`src/rtl/mem_access_stage.sv`:
```
// Memory stage of the ARM-subset pipeline: issues data loads/stores over a
// req/ack bus, stalls upstream while busy, and registers the MEM/WB values.
module mem_access_stage #(
  parameter int TIMEOUT_CYCLES = 16
) (
  input  logic        clk,
  input  logic        reset,
  input  logic        ex_valid,
  input  logic [31:0] ex_alu_result,
  input  logic [31:0] ex_store_data,
  input  logic [31:0] ex_inst,
  input  logic [3:0]  ex_rd,
  input  logic        ex_reg_write,
  input  logic        ex_mem_read,
  input  logic        ex_mem_we,
  input  logic        ex_byte,
  output logic        stall,
  output logic        mem_req,
  output logic        mem_we,
  output logic [31:0] mem_addr,
  output logic [3:0]  mem_be,
  output logic [31:0] mem_wdata,
  input  logic        mem_ack,
  input  logic [31:0] mem_rdata,
  output logic        wb_valid,
  output logic [31:0] wb_result,
  output logic [3:0]  wb_rd,
  output logic        wb_reg_write,
  output logic [31:0] wb_inst,
  output logic        bus_error
);
  localparam int CW = (TIMEOUT_CYCLES > 2) ? $clog2(TIMEOUT_CYCLES) : 1;

  typedef enum logic {IDLE, BUSY} state_t;
  state_t state;

  logic [CW-1:0] cnt;
  logic [31:0]   c_addr, c_data, c_inst;
  logic [3:0]    c_rd;
  logic          c_rw, c_we, c_byte;
  logic          busy, is_mem, expired;
  logic [7:0]    lane;

  assign busy    = (state == BUSY);
  assign is_mem  = ex_valid & (ex_mem_read | ex_mem_we);
  assign expired = (cnt == CW'(TIMEOUT_CYCLES - 1));

  always_comb begin
    lane = mem_rdata[7:0];
    case (c_addr[1:0])
      2'd1:    lane = mem_rdata[15:8];
      2'd2:    lane = mem_rdata[23:16];
      2'd3:    lane = mem_rdata[31:24];
      default: lane = mem_rdata[7:0];
    endcase
  end

  // Bus outputs come straight from the captured op and are forced to 0 when idle.
  assign stall     = busy;
  assign mem_req   = busy;
  assign mem_we    = busy & c_we;
  assign mem_addr  = busy ? {c_addr[31:2], 2'b00} : 32'h0;
  assign mem_be    = !busy ? 4'h0 : (c_byte ? (4'b0001 << c_addr[1:0]) : 4'hF);
  assign mem_wdata = !busy ? 32'h0 : (c_byte ? {4{c_data[7:0]}} : c_data);

  always_ff @(posedge clk) begin
    if (reset) begin
      state        <= IDLE;
      cnt          <= '0;
      c_addr       <= '0;
      c_data       <= '0;
      c_inst       <= '0;
      c_rd         <= '0;
      c_rw         <= 1'b0;
      c_we         <= 1'b0;
      c_byte       <= 1'b0;
      wb_valid     <= 1'b0;
      wb_result    <= '0;
      wb_rd        <= '0;
      wb_reg_write <= 1'b0;
      wb_inst      <= '0;
      bus_error    <= 1'b0;
    end else begin
      case (state)
        IDLE: begin
          if (is_mem) begin
            c_addr   <= ex_alu_result;
            c_data   <= ex_store_data;
            c_inst   <= ex_inst;
            c_rd     <= ex_rd;
            c_rw     <= ex_reg_write;
            c_we     <= ex_mem_we;
            c_byte   <= ex_byte;
            cnt      <= '0;
            wb_valid <= 1'b0;
            state    <= BUSY;
          end else begin
            wb_valid     <= ex_valid;
            wb_result    <= ex_alu_result;
            wb_rd        <= ex_rd;
            wb_reg_write <= ex_reg_write;
            wb_inst      <= ex_inst;
          end
        end
        BUSY: begin
          // An ack in the expiry cycle still completes the access normally.
          if (mem_ack) begin
            state    <= IDLE;
            wb_valid <= 1'b1;
            wb_rd    <= c_rd;
            wb_inst  <= c_inst;
            if (c_we) begin
              wb_result    <= c_addr;
              wb_reg_write <= 1'b0;
            end else begin
              wb_result    <= c_byte ? {24'h0, lane} : mem_rdata;
              wb_reg_write <= c_rw;
            end
          end else if (expired) begin
            state        <= IDLE;
            bus_error    <= 1'b1;
            wb_valid     <= 1'b1;
            wb_reg_write <= 1'b0;
            wb_result    <= '0;
            wb_rd        <= c_rd;
            wb_inst      <= c_inst;
          end else begin
            cnt <= cnt + 1'b1;
          end
        end
        default: state <= IDLE;
      endcase
    end
  end
endmodule

```
`config.mk`:
```
export PLATFORM = sky130hd
export DESIGN_NAME = mem_access_stage
export DESIGN_NICKNAME = d
export VERILOG_FILES = /design/src/rtl/mem_access_stage.sv
export SDC_FILE = /design/constraint.sdc
export NUM_CORES = 1
export LEC_CHECK = 0
export ABC_AREA = 1
export CORE_UTILIZATION = 50
export CTS_CLUSTER_DIAMETER = 50
export DETAILED_ROUTE_END_ITERATION = 7
export PLACE_DENSITY = 0.95
export SYNTH_ARGS = -nofsm -noshare
export SYNTH_HDL_FRONTEND = slang
export SYNTH_SLANG_ARGS = --single-unit
export TNS_END_PERCENT = 10
```
`constraint.sdc`:
```
create_clock -name clk -period 2.95 [get_ports clk]
set_input_delay 0.295 -clock clk [delete_from_list [all_inputs] [get_ports clk]]
set_output_delay 0.295 -clock clk [all_outputs]
set_load 0.005 [all_outputs]
```
==> flow_metrics.py, run 1 <==
metrics = {
    "route": {
        "firstDrtPassIters": 6,
        "final_antenna_net_count": 0,
        "vias": 9341,
        "highest_layer": "met4",
        "wl_per_cell_um": 16.0,
        "wl_met2_mm": 12.5,
        "wirelength_met1_mm": 11.0,
        "drc": 0,
        "met3_wirelength_mm": 2.78,
        "drt_iter0_drc": 1214,
        "routed_via_density": 5.43,
        "routed_wl_mm": 27.6,
    },
    "timing": {
        "slew_viol_final": 0,
        "maxSlewHeadroom": 0.435,
        "holdWs_ns": 0.409,
        "hold_viol": 0,
        "clock_skew_ns": 0.0111,
        "rsz0062_at_grt": "no",
        "period_needed_ns": 2.71,
        "post-route-period-util": 0.920,
        "worst_pin_slew_ns": 0.848,
        "final.setup.tns_ns": 0,
        "max_freq_mhz": 368,
        "setup-violations-final": 0,
    },
    "global_routing": {
        "antenna_found_initial": 1,
        "grt_usage": 0.313,
        "grt_pass1_vias": 8714,
        "grt_pass1_wl_mm": 43.6,
        "gr-total-overflow": 0,
        "grt_max_degree": 84,
    },
    "critical_path": {
        "path_class": "reg2out",
        "crit_path_start_kind": "flip-flop",
        "reg2reg_depth": 7,
        "timing.rr.end": "c_inst[21]",
        "rrSetupSlack_ns": 0.50,
        "end_kind": "output pin",
        "worstPathArrival_ns": 2.42,
        "path_cells": "buf_4 -> o21ai_2 -> clkinv_1 -> nor2_1 -> clkdlybuf4s50_1",
        "worstPathRequired_ns": 2.65,
        "critPathSlowestCell": "clkdlybuf4s50_1",
        "slowest_delay_ns": 0.55,
        "crit_fanout": 20,
        "r2r-start": "mem_req",
    },
    "clock_network": {
        "ctsResizeCount": 0,
        "tritoncts": "built",
        "tritoncts.num_buffers": 17,
        "cts_setup_buffers": 0,
        "cts_buffer_depth": 2,
        "cts_hold_buf": 0,
        "cts_root_buf": "clkbuf_16",
        "cts_sinks": 179,
        "clk_pin_slew_ns": 0.07,
        "htreeDepth": 4,
        "clock_latency_ns": 0.44,
    },
    "logic_synthesis": {
        "yosysTopAreaCellShare": 0.428,
        "yosysUniqueCellTypes": 26,
        "netlist_instances": 1269,
        "synthTopCellsByArea": "dfxtp_1, nand2_1, o21ai_0, nor2_1, nand3_1",
        "synth_most_common_cell": "nand2_1",
        "synth_edf_count": 0,
        "synth_ff_type": "dfxtp_1",
        "yosysWarningCount": 0,
        "synth-seq-cells": 179,
        "synth_top_cell_by_area": "dfxtp_1",
        "seq_area_frac_synth": 0.428,
        "ys_async_sr_fraction": 0,
        "netlist_area_sq_um": 8380,
        "ys_top_cells_by_count": "nand2_1, dfxtp_1, o21ai_0, nor2_1, inv_1",
        "avgSynthCellArea_sq_um": 6.60,
    },
    "finish": {
        "postLayoutCoreUtil": 0.729,
        "stdcell_count": 1721,
        "syn_to_final_growth_pct": 40.2,
        "fin_nets": 1632,
        "drive_above_1_share": 0.0426,
    },
    "floorplanning": {
        "dieArea_sq_um": 17300,
        "die_h_um": 131,
        "initial_core_util": 0.520,
        "die_x_um": 131,
        "core-area_sq_um": 16100,
        "rows": 46,
        "pin_count": 282,
    },
    "place": {
        "dp_hpwl_mm": 18.7,
        "place_inst": 1688,
        "portBuffers": 279,
        "gp_congestion": 0.909,
    },
    "power": {
        "power_leakage_nw": 5.00,
        "power.density_nw_per_um2": 529,
        "worst_ir_drop_vdd_v": 0.000404,
        "total_power_w": 0.00621,
    },
    "job": {
        "cap_violations": 0,
    },
    "hold_path": {
        "hold_depth": 3,
        "min_to": "c_data[15]",
        "min_from": "ex_store_data[15]",
        "hold_class": "in2reg",
    },
    "run_status": {
        "status": "completed",
    },
}
cell usage in the layout, fill, tap and decap left out, types with 5 or more instances in the layout:
cell               n
o21ai_1            5
nor2_1           146
dfxtp_1          178
inv_1            128
o31ai_1           25
nand2_1          314
inv_2              5
o21ai_0          162
clkdlybuf4s50_1  278
buf_4             18
a21oi_1           90
inv_8              5
nand3_1          102
clkinv_4           5
clkbuf_16         17
sequential cells by signal, summed over array words and instances, names as in the netlist:
name and count:
c_data 32, wb_reg_write 1, wb_rd 4, c_addr 32, c_rd 4, cnt 4
c_byte 1, c_inst 32, c_rw 1, bus_error 1, wb_result 32, mem_req 1
wb_valid 1, wb_inst 32, c_we 1
kinds of logic after synthesis:
logic type	Yosys count	synth area share
other	1	0.000448
AO/OA/AOI/OAI	286	0.180
buffers and inverters	232	0.116
flip-flops	179	0.428
adder cells (fa/ha/maj)	1	0.00149
AND/OR/NAND/NOR	570	0.274
critical path: cells and delay by family (launching register included):
family	cells	cell delay (ns)
AO/OA/AOI/OAI	1	0.40
buffers and inverters	3	1.10
flip-flops	1	0.31
AND/OR/NAND/NOR	1	0.17
worst max-delay path by stage:
stage / end / start / cells past startpoint
floorplan: mem_be[0] / c_addr[0] / 4
global placement: cnt[3] / ex_mem_we / 8
detailed placement: c_inst[21] / ex_mem_we / 8
CTS: mem_be[0] / c_addr[0] / 5
global route: mem_be[0] / c_addr[0] / 5
finish: mem_be[0] / c_addr[0] / 5
power by group:
group / total (W) / switching (W) / internal [W]
combinational: 0.00120 / 0.000630 / 0.000575
clock: 0.00229 / 0.00108 / 0.00121
sequential: 0.00272 / 0.000115 / 0.00261
cell type report:
class	count	area [sq um]
clock inverters	14	164
well taps	216	270
clock buffers	18	429
diodes	1	2.50
fillers	1230	4370
inverters	135	508
multi-input cells	859	3820
flip-flops and latches	179	3590
repair buffers	299	2960
metal layers:
layer,up-vias,global-route usage
met3,96,0.0633
met2,630,0.501
met1,4131,0.397
met4,0,0.168
met5,-,0
li1,4484,-
through the flow:
stage / area (sq um) / setup WS [ns]
after floorplan: 8380 / 1.55
after global placement: 11200 / 0.681
after detailed placement: 11200 / 0.600
after CTS: 11700 / 0.259
after global routing: 11700 / 0.135
final: 11700 / 0.236
No activity file was read; power rests on OpenSTA's default activity.
==> run 2, diff against run 1 <==
--- a/config.mk
+++ b/config.mk
@@ -6,9 +6,11 @@
 export NUM_CORES = 1
 export LEC_CHECK = 0
 export ABC_AREA = 1
+export CORE_MARGIN = 4
 export CORE_UTILIZATION = 50
 export CTS_CLUSTER_DIAMETER = 50
 export DETAILED_ROUTE_END_ITERATION = 7
+export HOLD_SLACK_MARGIN = 0.15
 export PLACE_DENSITY = 0.95
 export SYNTH_ARGS = -nofsm -noshare
 export SYNTH_HDL_FRONTEND = slang
==> flow_metrics.py, run 2 (synthesis results as in run 1) <==
metrics = {
    "hold_path": {
        "hold_class": "in2reg",
    },
    "finish": {
        "postLayoutCoreUtil": 0.712,
        "final_cell_mix": "nand2_1, clkdlybuf4s50_1, dfxtp_1, o21ai_0, nor2_1",
        "n_fill_cell": 1244,
        "fin_nets": 1631,
        "final_common_cell": "nand2_1",
        "stdcell_count": 1723,
        "drive_above_1_share": 0.0419,
        "syn_to_final_growth_pct": 40.4,
        "num_antenna_cells": 0,
    },
    "global_routing": {
        "grt_usage": 0.283,
        "antenna_found_initial": 0,
        "grt_pass1_vias": 8634,
        "gr-total-overflow": 0,
        "grt_max_degree": 103,
        "grt_pass1_wl_mm": 42.4,
    },
    "floorplanning": {
        "pin_count": 282,
        "die_x_um": 137,
        "core-area_sq_um": 16500,
        "die_h_um": 137,
        "dieArea_sq_um": 18900,
        "initial_core_util": 0.507,
        "rows": 47,
    },
    "critical_path": {
        "end_kind": "output pin",
        "crit_buf_inv": 3,
        "critPathTopFamily": "buffers and inverters",
        "worstPathRequired_ns": 2.65,
        "worstPathArrival_ns": 2.38,
        "crit_path_start_kind": "flip-flop",
        "critPathSlowestCell": "clkdlybuf4s50_1",
        "path_cells": "buf_4 -> o21ai_2 -> clkinv_1 -> nor2_1 -> clkdlybuf4s50_1",
        "crit_fanout": 20,
        "path_class": "reg2out",
        "slowest_delay_ns": 0.53,
    },
    "route": {
        "vias": 9326,
        "drc": 0,
        "wl_met2_mm": 12.9,
        "drt_iter0_drc": 778,
        "highest_layer": "met4",
        "routed_wl_mm": 27.7,
        "wl_per_cell_um": 16.1,
        "final_antenna_net_count": 0,
        "firstDrtPassIters": 8,
        "met3_wirelength_mm": 2.78,
        "wirelength_met1_mm": 10.9,
        "routed_via_density": 5.41,
    },
    "clock_network": {
        "htreeDepth": 4,
        "cts_root_buf": "clkbuf_16",
        "cts_buffer_depth": 2,
        "cts_sinks": 179,
        "tritoncts.num_buffers": 17,
        "ctsResizeCount": 0,
        "clk_pin_slew_ns": 0.07,
        "tritoncts": "built",
        "cts_setup_buffers": 0,
        "cts_hold_buf": 0,
        "clock_latency_ns": 0.43,
    },
    "power": {
        "power_leakage_nw": 4.98,
        "worst_ir_drop_vdd_v": 0.000428,
        "power.density_nw_per_um2": 520,
    },
    "timing": {
        "max_freq_mhz": 373,
        "clock_skew_ns": 0.00797,
        "holdWs_ns": 0.408,
        "rsz0062_at_grt": "no",
        "final.setup.tns_ns": 0,
        "period_needed_ns": 2.68,
        "setup-violations-final": 0,
        "post-route-period-util": 0.908,
        "hold_viol": 0,
        "maxSlewHeadroom": 0.503,
        "worst_pin_slew_ns": 0.744,
        "slew_viol_final": 0,
    },
    "place": {
        "place_inst": 1691,
        "portBuffers": 279,
        "gp_congestion": 0.907,
        "dp_hpwl_mm": 19.3,
    },
    "run_status": {
        "status": "completed",
    },
    "job": {
        "cap_violations": 0,
    },
}
[run 2: cell types whose count changed in the layout (fill, tap and decap cells not counted), moves of 3 or more]
cell,before,now
inv_8,5,1
clkinv_8,1,4
buf_4,18,14
buf_12,2,5
clkinv_4,5,1
clkinvlp_4,0,4
[run 2: worst register-to-register path, cell delays in order (launching register included)]
cell and delay, ns:
dfxtp_4 0.36, inv_2 0.33, nand3b_1 0.32, nand2_4 0.40, inv_2 0.08, buf_4 0.25, o21ai_0 0.26, nor2_1 0.06
[run 2: area by class of cell]
type,instances,area (sq um),area share
clock buffer,18,429,0.0365
clock inverter,14,148,0.0126
inverter,135,508,0.0432
multi-input combinational,859,3820,0.325
sequential,179,3590,0.305
tap,220,275,0.0234
timing repair buffer,298,2990,0.254
[run 2: metrics by stage]
stage,instance area (sq um),total power (W),worst slack [ns]
2_1_floorplan,8380,0.00335,1.55
3_3_place_gp,11200,0.00393,0.767
3_5_place_dp,11200,0.00397,0.646
4_1_cts,11800,0.00614,0.308
5_1_grt,11800,0.00638,0.136
6_report,11800,0.00612,0.270
[run 2: final timing paths]
check               startpoint       endpoint  slack [ns]  cells past startpoint
min          ex_store_data[12]     c_data[12]        0.41                      3
max                  c_addr[1]      mem_be[0]        0.27                      5
min reg2reg         c_inst[13]     c_inst[13]        0.46                      2
max reg2reg            mem_req  wb_result[13]        0.79                      7
[run 2: per-layer routing]
metal  up-vias  track usage
li1       4485            -
met1      4207        0.360
met2       539        0.457
met3        95       0.0610
met4         0        0.132
met5         -            0
[run 2: where the power goes]
| part | switching [W] | total, W | internal (W) |
|---|---|---|---|
| sequential | 0.000101 | 0.00271 | 0.00261 |
| combinational | 0.000646 | 0.00123 | 0.000582 |
| clock | 0.00107 | 0.00219 | 0.00112 |
==> run 3, diff against run 2 <==
--- a/config.mk
+++ b/config.mk
@@ -10,6 +10,7 @@
 export CORE_UTILIZATION = 50
 export CTS_CLUSTER_DIAMETER = 50
 export DETAILED_ROUTE_END_ITERATION = 7
+export GPL_ROUTABILITY_DRIVEN = 0
 export HOLD_SLACK_MARGIN = 0.15
 export PLACE_DENSITY = 0.95
 export SYNTH_ARGS = -nofsm -noshare
==> results of run 3 <==
The final DEF is identical to that of run 2; final timing and power are the same.
==> variant 1: new RTL, flow settings as in run 3 <==
Reset style: asynchronous (`reset`), changed in one clocked block.
--- a/src/rtl/mem_access_stage.sv
+++ b/src/rtl/mem_access_stage.sv
@@ -65,3 +65,3 @@
 
-  always_ff @(posedge clk) begin
+  always_ff @(posedge clk or posedge reset) begin
     if (reset) begin
Formal check against the unedited RTL: differs if reset is asserted again (counterexample within 4 cycles, from zero or initial values and one cycle with reset high); with reset held inactive, the same outputs for 4 cycles.
==> variant 1 against run 3 <==
- count of clock-buffer cells in the layout is the same
- cell area grew 3.1%
- area after synthesis grew 2.7%
- critical path type unchanged
- wire length increased by 0.62%
- sequential cell count did not move
- critical endpoint is now mem_wdata[14]
- highest routed layer unchanged
- worst setup slack lost 0.047 ns
- synthesized cell count down 23%
Power is not compared: it rests on default switching activity, and its combinational part moved more than twofold at a synthesized area within 25%.
==> variant 1: results (changes against run 3) <==
Synthesis
  – Synth top cells by count: 297 x nand2_1, 179 x dfrtp_1, 82 x nand3_1 (was 314 x nand2_1, 179 x dfxtp_1, 162 x o21ai_0)
  – Synth Area in XOR/XNOR: 0% (unchanged)
  – Compound-cell area share of the yosys netlist: 9.86% (was 18.0%)
  – Dominant synthesized flop cell: dfrtp_1 (was dfxtp_1)
  – Synth top area cells: dfrtp_1 52%, nand2_1 13%, mux2_2 10% (was dfxtp_1 43%, nand2_1 14%, o21ai_0 9.7%)
  – Distinct cells, synth: 25 (was 26)
  – Sequential area share after synthesis: 52.0% (was 42.8%)
  – Synth warn: 0 (unchanged)
  – FF+latch count, synth: 179 (unchanged)
  – Adder-cell share of the synthesized area: 0.145% (was 0.149%)
  – Post-synthesis mux area share: 10.2% (was 0%)
  – Ys async rst share: 100% (was 0%)

Global route
  – Largest net degree at the start of global routing: 107 (was 103)
  – Gr usage total: 28.7% (was 28.3%)
  – Vias in the first global route: 8468 (was 8634)
  – Global-route wire length before repair: 44900 um (was 42400 um)
  – Antenna violations before repair: 0 (unchanged)

Clocking
  – Clk buf depth: 2 (unchanged)
  – Clock Latency Late Sink: 0.44 ns
  – Post CTS Setup Buffer Count: 0 (unchanged)
  – CTS clk-pin slew, worst paths: 0.08 ns
  – CTS Buf Count: 17 (unchanged)
  – Number of H-tree levels: 4 (unchanged)
  – CTS root buf: clkbuf_16 (unchanged)
  – Gates resized, CTS repair: 0 (unchanged)

Power and ir drop
  – Maximum VDD drop: 0.480 mV
  – Leak: 5.54 nW

Detailed routing
  – Detailed Routing Iterations Pass 1: 5 (was 8)
  – Wire per inst: 19.1 um (was 16.1 um)
  – First DRT Iteration DRCs: 772 (was 778)
  – Via count: 8261 (was 9326)

Place
  – Dpl ws: 0.578 ns (was 0.646 ns)
  – Detail Placement HPWL: 19400 um (was 19300 um)

Timing
  – Final Skew: 0.0178 ns (was 0.00797 ns)
  – Worst-Margin Slew: 0.803 ns (was 0.744 ns)

Setup path
  – Worst-path maximum fanout: 49 (was 20)
  – CP max stage delay: 0.58 ns (was 0.53 ns)
  – R2R cell count: 8 (was 7)
  – CP max-delay cell: dfrtp_1 (was clkdlybuf4s50_1)
  – Arr. time, crit path: 2.43 ns (was 2.38 ns)

Run status
  – Outcome: completed (unchanged)

Hold path
  – Tightest Hold Check Type: in -> async (was in -> reg)

Layout
  – Share of post-route cells with drive strength above 1: 11.4% (was 4.19%)
  – Final #Nets: 1369 (was 1631)
[variant 1: worst paths after layout]
kind,from,slack [ns],to
worst max-delay path,c_byte,0.22,mem_wdata[14]
worst min-delay path,reset,0.35,c_data[0]
worst max register to register,mem_req,0.65,wb_inst[5]
worst min register to register,bus_error,0.47,bus_error
max in group asynchronous,reset,1.84,wb_inst[28]
min in group clk,ex_inst[14],0.45,wb_inst[14]
[variant 1: final cells by class]
cell class              instances  area (um2)
flip-flops and latches        179        4480
diodes                          1        2.50
repair buffers                301        3020
fillers                      1174        4570
clock inverters                14         141
inverters                      52         200
multi-input cells             677        3570
clock buffers                  18         439
well taps                     220         275
[variant 1: per-stage QoR]
step           area, um2  std cells  utilization (%)
2_1_floorplan       8610        981                -
6_report           12100       1462             72.6
3_5_place_dp       11500       1429             69.1
5_1_grt            12100       1461             72.6
4_1_cts            12100       1461             72.6
3_3_place_gp       11500       1429             69.1
[variant 1: logic make-up (layout without fill, tap and decap cells)]
kind of cell	Yosys count	count (layout)
mux	78	78
compound gates	147	147
buf+inv	125	385
other cells	1	3
simple gates	449	449
fa+ha+maj	1	1
flops	179	179
[variant 1: worst max-delay path: cells and delay by family, from the launching register on]
family	cells	cell delay [ns]
buffers and inverters	3	1.11
AO/OA/AOI/OAI	1	0.20
AND/OR/NAND/NOR	1	0.10
flip-flops	1	0.58
[variant 1: power breakdown]
group | internal (W) | total, W | leakage (nW) | switching (W)
registers | 0.00305 | 0.00346 | 2.13 | 0.000410
logic | 0.00148 | 0.00284 | 3.14 | 0.00136
clock network | 0.00114 | 0.00224 | 0.275 | 0.00110
[variant 1: metal layers]
| layer | GRT usage [%] | routed length, um | part of all wire [%] | vias to the layer above |
|---|---|---|---|---|
| met5 | 0 | 0 | 0 | - |
| met4 | 12.4 | 1130 | 4.1 | 0 |
| met3 | 7.14 | 2730 | 9.8 | 93 |
| met2 | 48.1 | 13700 | 49 | 506 |
| met1 | 35.6 | 10400 | 37 | 3929 |
| li1 | - | - | - | 3733 |
==> variant 2: new RTL, flow settings as in run 3 <==
Without the edit above. `TIMEOUT_CYCLES`: 16 -> 32.
--- a/src/rtl/mem_access_stage.sv
+++ b/src/rtl/mem_access_stage.sv
@@ -3,3 +3,3 @@
 module mem_access_stage #(
-  parameter int TIMEOUT_CYCLES = 16
+  parameter int TIMEOUT_CYCLES = 32
 ) (
Function: same outputs for any inputs over 4 cycles, from zero or initial values and one cycle with reset high; that may be too few to reach the edited logic, so the function may still have changed.
==> variant 2 against run 3 <==
- global-route usage grew 0.95 points
- wire length grew 2.6%
- worst setup slack lost 0.016 ns
- cell area shrank 0.94%
- sequential cell count grew 1
- count of clock-buffer cells in the layout grew 1
- power grew 1.4%
- sequential share of layout area grew 0.44 points
- area after synthesis grew 0.37%
- synthesized cell count shrank 4.0%
- die area grew 0.35%
- highest routed layer unchanged
==> variant 2: results (changes against run 3) <==
Run status
  – Outcome: completed (unchanged)

Timing
  – Worst-Margin Slew: 0.806 ns (was 0.744 ns)
  – Final Skew: 0.00991 ns (was 0.00797 ns)

Synthesis
  – Synth top area cells: dfxtp_1 43%, nand2_1 13%, o21ai_0 6.7% (was dfxtp_1 43%, nand2_1 14%, o21ai_0 9.7%)
  – Compound-cell area share of the yosys netlist: 20.1% (was 18.0%)
  – Sequential area share after synthesis: 42.9% (was 42.8%)
  – Synth top cells by count: 293 x nand2_1, 180 x dfxtp_1, 146 x nor2_1 (was 314 x nand2_1, 179 x dfxtp_1, 162 x o21ai_0)
  – Adder-cell share of the synthesized area: 0.298% (was 0.149%)

Place
  – Detail Placement HPWL: 19500 um (was 19300 um)

Detailed routing
  – Met1 WL: 10800 um (was 10900 um)
  – Drt via density: 5.51 (was 5.41)
  – Detailed Routing Iterations Pass 1: 6 (was 8)
  – Final wirelength: 28500 um (was 27700 um)
  – First DRT Iteration DRCs: 1000 (was 778)
  – DR WL met2: 13600 um (was 12900 um)

Setup path
  – Worst reg2reg setup slack: 0.69 ns (was 0.79 ns)
  – Worst reg2reg path endpoint: c_inst[0] (was wb_result[13])
  – Arr. time, crit path: 2.40 ns (was 2.38 ns)
  – Worst-path maximum fanout: 26 (was 20)
  – Critical path startpoint: c_byte (was c_addr[1])
  – Crit path to: mem_wdata[15] (was mem_be[0])
  – R2R cell count: 5 (was 7)

Global route
  – GR Util met3: 6.36% (was 6.10%)
  – Met2 usage: 48.5% (was 45.7%)
  – Largest net degree at the start of global routing: 84 (was 103)
  – Global-route wire length before repair: 43600 um (was 42400 um)
  – Vias in the first global route: 8642 (was 8634)
  – GR Layer Usage met1: 36.2% (was 36.0%)
  – Gr usage total: 29.2% (was 28.3%)

Clocking
  – CTS root buf: clkbuf_16 (unchanged)
  – Number of H-tree levels: 4 (unchanged)

Power and ir drop
  – P_clk: 0.00224 W (was 0.00219 W)
  – Leak: 4.86 nW (was 4.98 nW)
  – Sw power: 0.00183 W (was 0.00181 W)

Layout
  – Share of post-route cells with drive strength above 1: 4.09% (was 4.19%)
variant 2: cell count changes in the layout (fill, tap and decap cells not counted), sizes merged, moves of 8 or more:
cell   change
o32ai     +57
nand3     -36
o21ai     -31
o31ai     -24
nand2     -21
buf        -8
variant 2: cells by family after synthesis:
group	Yosys count
flip-flops	180
other	1
adder cells (fa/ha/maj)	2
buffers and inverters	233
AND/OR/NAND/NOR	512
AO/OA/AOI/OAI	290
variant 2: area by class of cell:
| class | count | area (um2) |
|---|---|---|
| Tap cell | 220 | 275 |
| Multi-Input combinational cell | 806 | 3770 |
| Clock buffer | 19 | 453 |
| Fill cell | 1254 | 4870 |
| Inverter | 135 | 512 |
| Sequential cell | 180 | 3600 |
| Clock inverter | 13 | 136 |
| Timing Repair Buffer | 290 | 2900 |
variant 2: worst min path at each step:
stage,cells after the start,from,to,slack (ns)
after floorplan,2,ex_alu_result[0],c_addr[0],0.43
after global placement,1,bus_error,bus_error,0.45
after detailed placement,2,c_data[17],c_data[17],0.46
after CTS,3,ex_store_data[4],c_data[4],0.40
after global routing,3,ex_store_data[18],c_data[18],0.41
final,3,ex_store_data[10],c_data[10],0.42
variant 2: critical path, cell delays in order, from the launching register on:
cell and delay [ns]:
dfxtp_1 0.44, inv_1 0.62, nand2_1 0.16, a21oi_1 0.20, clkdlybuf4s50_1 0.54
variant 2: stage by stage:
stage / power [W] / instance area (um2) / worst slack, ns / instances / hold WS [ns]
finish: 0.00621 / 11700 / 0.254 / 1663 / 0.416
global route: 0.00648 / 11700 / 0.124 / 1663 / 0.413
CTS: 0.00623 / 11700 / 0.287 / 1663 / 0.401
detailed placement: 0.00400 / 11100 / 0.699 / 1631 / 0.459
global placement: 0.00396 / 11100 / 0.722 / 1631 / 0.447
floorplan: 0.00341 / 8410 / 1.34 / 1219 / 0.434
